**config.mk**
```make
export PLATFORM = sky130hd
export DESIGN_NAME = unsadd_run_ctrl
export DESIGN_NICKNAME = d
export VERILOG_FILES = /design/src/rtl/unsadd_run_ctrl.sv
export SDC_FILE = /design/constraint.sdc
export NUM_CORES = 1
export LEC_CHECK = 0
export ABC_AREA = 1
export BUFFER_PORTS_ARGS = -buffer_cell sky130_fd_sc_hd__buf_2
export CAP_MARGIN = 20
export CORE_MARGIN = 2
export CORE_UTILIZATION = 30
export DETAILED_ROUTE_END_ITERATION = 16
export PLACE_DENSITY = 0.57
export SLEW_MARGIN = 0
export SYNTH_ARGS = -nofsm -noshare
export SYNTH_HDL_FRONTEND = slang
export SYNTH_SLANG_ARGS = --single-unit
```
**constraint.sdc**
```tcl
create_clock -name clk -period 5 [get_ports clk]
set_input_delay 1.5 -clock clk [delete_from_list [all_inputs] [get_ports clk]]
set_output_delay 1.5 -clock clk [all_outputs]
set_load 0.05 [all_outputs]
```
**src/rtl/unsadd_run_ctrl.sv**
```systemverilog
// unsadd_run_ctrl: sequences one uNSADD8 job - clear adder, stream LFSR-generated bits
// for one full LFSR period, count adder output ones, return the count over valid/ready.
module unsadd_run_ctrl #(
    parameter int             W    = 8,
    parameter logic [W-1:0]   TAPS = 8'hB8,
    parameter logic [W-1:0]   SEED = 8'h01
) (
    input  logic             clk,
    input  logic             rst_n,
    input  logic             req_valid,
    output logic             req_ready,
    input  logic [8*W-1:0]   req_prob,
    input  logic             abort,
    output logic             res_valid,
    input  logic             res_ready,
    output logic [W-1:0]     res_cnt,
    output logic             busy,
    output logic             add_rst_n,
    output logic [7:0]       add_in,
    input  logic             add_out
);
    localparam logic [W-1:0] LEN   = '1;
    localparam logic [W-1:0] SEED0 = (SEED == '0) ? W'(1) : SEED;

    typedef enum logic [2:0] {IDLE, CLEAR, RUN, DRAIN, DONE} state_t;

    state_t         state_q, state_d;
    logic [W-1:0]   lfsr_q, lfsr_d;
    logic [W-1:0]   cyc_q, cyc_d;
    logic [W-1:0]   cnt_q, cnt_d;
    logic [8*W-1:0] prob_q, prob_d;
    logic           add_rst_n_q, add_rst_n_d;
    logic [7:0]     lane_bits;

    always_ff @(posedge clk or negedge rst_n) begin
        if (!rst_n) begin
            state_q     <= IDLE;
            lfsr_q      <= SEED0;
            cyc_q       <= '0;
            cnt_q       <= '0;
            prob_q      <= '0;
            add_rst_n_q <= 1'b0;
        end else begin
            state_q     <= state_d;
            lfsr_q      <= lfsr_d;
            cyc_q       <= cyc_d;
            cnt_q       <= cnt_d;
            prob_q      <= prob_d;
            add_rst_n_q <= add_rst_n_d;
        end
    end

    // The first RUN sample is skipped: the adder output lags its input by one cycle.
    always_comb begin
        state_d = state_q;
        lfsr_d  = lfsr_q;
        cyc_d   = cyc_q;
        cnt_d   = cnt_q;
        prob_d  = prob_q;
        case (state_q)
            IDLE: begin
                if (req_valid) begin
                    prob_d  = req_prob;
                    state_d = CLEAR;
                end
            end
            CLEAR: begin
                lfsr_d  = SEED0;
                cyc_d   = '0;
                cnt_d   = '0;
                state_d = RUN;
            end
            RUN: begin
                lfsr_d  = {1'b0, lfsr_q[W-1:1]} ^ (lfsr_q[0] ? TAPS : '0);
                cyc_d   = cyc_q + W'(1);
                cnt_d   = cnt_q + W'(add_out && (cyc_q != '0));
                state_d = (cyc_q == LEN - W'(1)) ? DRAIN : RUN;
            end
            DRAIN: begin
                cnt_d   = cnt_q + W'(add_out);
                state_d = DONE;
            end
            DONE:    state_d = res_ready ? IDLE : DONE;
            default: state_d = IDLE;
        endcase
        if (abort && state_q != IDLE) state_d = IDLE;
        add_rst_n_d = (state_d != CLEAR);
    end

    for (genvar g = 0; g < 8; g++) begin : g_lane
        localparam int R = g % W;
        logic [2*W-1:0] dbl;
        logic [W-1:0]   rn;
        assign dbl          = {lfsr_q, lfsr_q} >> (W - R);
        assign rn           = dbl[W-1:0];
        assign lane_bits[g] = prob_q[g*W +: W] >= rn;
    end

    assign add_in    = (state_q == RUN && !abort) ? lane_bits : 8'h00;
    assign req_ready = (state_q == IDLE);
    assign res_valid = (state_q == DONE) && !abort;
    assign busy      = (state_q != IDLE);
    assign res_cnt   = cnt_q;
    assign add_rst_n = add_rst_n_q;
endmodule
```
==> reports/qor.log <==
[detailed_routing] detail-routed net length per standard cell 13.8 um
[die] Core Region 17900 um2
[yosys] synthesized-area fraction occupied by adder cells 15.9%
[yosys] portion of netlist area occupied by mux cells 0%
[detailed_routing] detailed-route vias per instance 4.49
[power] Switching Fraction 45.6%
[critical_path] critical path's slowest cell sky130_fd_sc_hd__nand2_1
[detailed_routing] number of DRC markers in iteration 0 213
[global_route] grt total ovfl 0
[yosys] mapped cell area 5440 um2
[min_path] hold depth 2
[yosys] Yosys warning count 0
[die] std cell rows 49
[global_route] largest net degree at the start of global routing 58
[die] die footprint 19200 um2
[critical_path] critical path arrival 2670 ps
[critical_path] crit start category input pin
[yosys] area share of the largest cell type after synthesis 41.8%
[clock_tree] level count of the clock H-tree 3
[critical_path] CP delay by family, top buffers and inverters
[yosys] sequential-to-total area share from yosys stat 42.3%
[power] Clk network pwr share 17.3%
[die] # IOs 90
[detailed_routing] Detailed Route WL 13.7 mm
[critical_path] number of buffers and inverters on the critical path 3
[sta] min cycle time layout 4170 ps
[yosys] main combinational cell family by area after synthesis simple AND/OR/NAND/NOR gates
[die] floorplan die height 139 um
[run_status] outcome complete, no violations
[critical_path] largest fanout on the critical path 8
[yosys] Post-Synthesis Mean Instance Area 8.05 um2
[run] max-cap viol count 0
[cells_and_area] core utilization of the finished layout 35.6%
[min_path] path type of the worst min-delay path register to register
[critical_path] CP Data Required Time 3500 ps
[sta] top achievable clock speed 240 MHz
[yosys] Synth Net Count 815
[power] Worst VDD drop 247 uV
[cells_and_area] Area Growth Syn to Fin 17.1%
[yosys] ys flop type sky130_fd_sc_hd__dfrtp_1
[global_route] antenna violations before repair 0
[critical_path] cells on worst reg2reg path 7
[cells_and_area] number of nets at the end of the flow 897
[clock_tree] Max Buffers Root-to-Sink 2
[cells_and_area] count of inserted antenna diode cells 0
[detailed_routing] number of detailed-routing iterations run before antenna repair 5
[sta] hold violation total from the final report 0
[clock_tree] Skew-Pair Late Insertion Delay 350 ps
[clock_tree] TritonCTS Buffers 9
[detailed_routing] count of vias placed by the detailed router 4455
[sta] Post-Route Setup TNS 0 ps
[power] Pwr Density 644 nW/um2
[yosys] flip-flop and latch count after synthesis 92
[yosys] xor and xnor fraction of the mapped netlist area 0.966%
[clock_tree] clock tree from TritonCTS built
[sta] Worst Tran Pin Value 804 ps
[die] Initial Util 30.4%
[sta] final count of pins violating max slew 0
[yosys] most instantiated library cell after synthesis sky130_fd_sc_hd__nand2_1
[clock_tree] post-CTS setup buffer count 0
[global_route] Global Route Usage Sum 14.7%
[sta] setup repair after global routing missed its margin false
[global_route] via count of the first global-routing pass 4431
[clock_tree] clock sink total 92
[clock_tree] post-cts gate resize count 0
[critical_path] type of the worst setup path input pin to output port
[die] Die Span X 139 um
[placed_design] HPWL after DPL 9.48 mm
[power] reported net switching power 1870 uW
[yosys] simple logic cell fraction of the synthesized area 26.0%
[critical_path] critical path cell sequence buf_2 > inv_1 > nand2_1 > a21oi_1 > buf_2
[global_route] wire length of the first global-routing pass 22.5 mm
[clock_tree] Hold-fix buffers, CTS 0
[critical_path] Crit. End Element output port
[cells_and_area] layout cell share with drive strength beyond 1 15.2%
[yosys] Post-synth EDFFs 0
[yosys] most numerous cell types in the synthesized netlist 224 x sky130_fd_sc_hd__nand2_1, 91 x sky130_fd_sc_hd__dfrtp_1, 76 x sky130_fd_sc_hd__nand3_1, 72 x sky130_fd_sc_hd__inv_1, 69 x sky130_fd_sc_hd__ha_1
[yosys] count of different cell masters after synthesis 27
[placed_design] count of port buffers added during placement 89
[critical_path] number of stages on the worst setup path 5
[yosys] gate count after technology mapping 676
[yosys] most area-hungry cell type in the Yosys netlist sky130_fd_sc_hd__dfrtp_1
[yosys] complex-gate fraction of the synthesized area 7.20%
[power] part of the power in registers 31.1%
[power] internal cell power 2230 uW
[critical_path] Most common cell on crit path sky130_fd_sc_hd__buf_2
[detailed_routing] Post-DRT Antenna Nets 0
[power] combinational cell fraction of total power 51.6%
[critical_path] CP peak stage delay 350 ps
[yosys] share of synthesized registers carrying an async set or reset 100%
[clock_tree] Clock Pin Slew Worst Setup and Hold Paths 60 ps
[power] cell leakage power 0.00351 uW
[clock_tree] root buffer selected by CTS sky130_fd_sc_hd__clkbuf_16
[sta] final number of setup-violating endpoints 0
[sta] post-route clock period utilization 83.4%
[yosys] leading cell types by total area after synthesis sky130_fd_sc_hd__dfrtp_1 42%, sky130_fd_sc_hd__ha_1 16%, sky130_fd_sc_hd__nand2_1 15%
[placed_design] global placement routability congestion 0.811
[sta] final worst clock skew 6.70 ps
[sta] Slew headroom 46.2%
[detailed_routing] total DRC errors in the routed layout 0
==> power by group through the flow <==
stage	clock network, uW	logic, uW	registers (uW)
after floorplan	0	1650	1280
after global placement	0	2110	1290
after detailed placement	0	2150	1290
after CTS	735	2170	1280
after global routing	760	2480	1320
final	711	2120	1280
==> layout make-up <==
class,count,area [um2]
repair buffers,94,485
fillers,1893,11500
well taps,229,287
clock buffers,14,264
inverters,73,274
multi-input cells,488,2730
flip-flops and latches,92,2300
clock inverters,2,35.0
==> kinds of logic (layout without fill, tap and decap cells) <==
family,count (synthesis),after routing
AO/OA/AOI/OAI,68,68
XOR/XNOR,6,6
adder cells (fa/ha/maj),69,69
buffers and inverters,96,183
flip-flops,92,92
AND/OR/NAND/NOR,345,345
==> worst register-to-register path: cells and delay by family (launching register included) <==
family | cells | cell delay (ps)
buffers and inverters | 2 | 920
DFF | 1 | 450
and+or+nand+nor | 4 | 1030
AOI/OAI and AO/OA | 1 | 50
==> stage by stage <==
stage	instance area, um2	cells	hold slack [ps]	worst slack [ps]	total power [uW]
after global routing	6370	992	494	807	4560
after global placement	6080	976	465	761	3400
final	6370	992	480	831	4110
after floorplan	5440	676	448	1020	2930
after detailed placement	6080	976	466	827	3440
after CTS	6370	992	483	824	4190
==> routing by layer <==
layer  global-route usage [%]  share of wire [%]  up-vias
met5                        0                  0        -
met4                     3.67                1.1        0
met3                     3.56                3.2       10
met2                     24.2                 46       75
met1                     19.7                 49     2027
li1                         -                  -     2343
==> sequential cells by signal, summed over array words and instances, names as in the netlist <==
| name | count |
|---|---|
| prob_q | 64 |
| state_q | 3 |
| res_cnt | 8 |
| g_lane.rn | 8 |
| add_rst_n | 1 |
| cyc_q | 8 |
==> cell usage in the layout (no fill, tap or decap), types with 2 or more instances in the layout <==
cell                        count
sky130_fd_sc_hd__nand4_1        3
sky130_fd_sc_hd__xnor2_1        4
sky130_fd_sc_hd__clkbuf_8       2
sky130_fd_sc_hd__clkbuf_16      9
sky130_fd_sc_hd__nand3_1       76
sky130_fd_sc_hd__nor2_1        38
sky130_fd_sc_hd__o21a_1         9
sky130_fd_sc_hd__a21oi_2        3
sky130_fd_sc_hd__buf_2         88
sky130_fd_sc_hd__a21oi_1       35
sky130_fd_sc_hd__nand2_2        2
sky130_fd_sc_hd__dfrtp_1       91
sky130_fd_sc_hd__o21ai_0        9
sky130_fd_sc_hd__buf_4          6
sky130_fd_sc_hd__o22ai_1        9
sky130_fd_sc_hd__clkbuf_1       3
sky130_fd_sc_hd__nand2_1      223
sky130_fd_sc_hd__xor2_1         2
sky130_fd_sc_hd__nor2_4         2
sky130_fd_sc_hd__ha_1          69
sky130_fd_sc_hd__inv_1         72
==> path summary, 6_finish.rpt <==
path | startpoint | to | slack (ps)
setup / recovery | abort | add_in[7] | 830
hold / removal | prob_q[49] | prob_q[49] | 480
setup reg to reg | state_q[1] | prob_q[40] | 2440
hold reg to reg | prob_q[49] | prob_q[49] | 480
max in group asynchronous | rst_n | g_lane[0].rn[0] | 2970
min in group asynchronous | rst_n | add_rst_n | 1220
No activity file was read; power rests on OpenSTA's default activity.
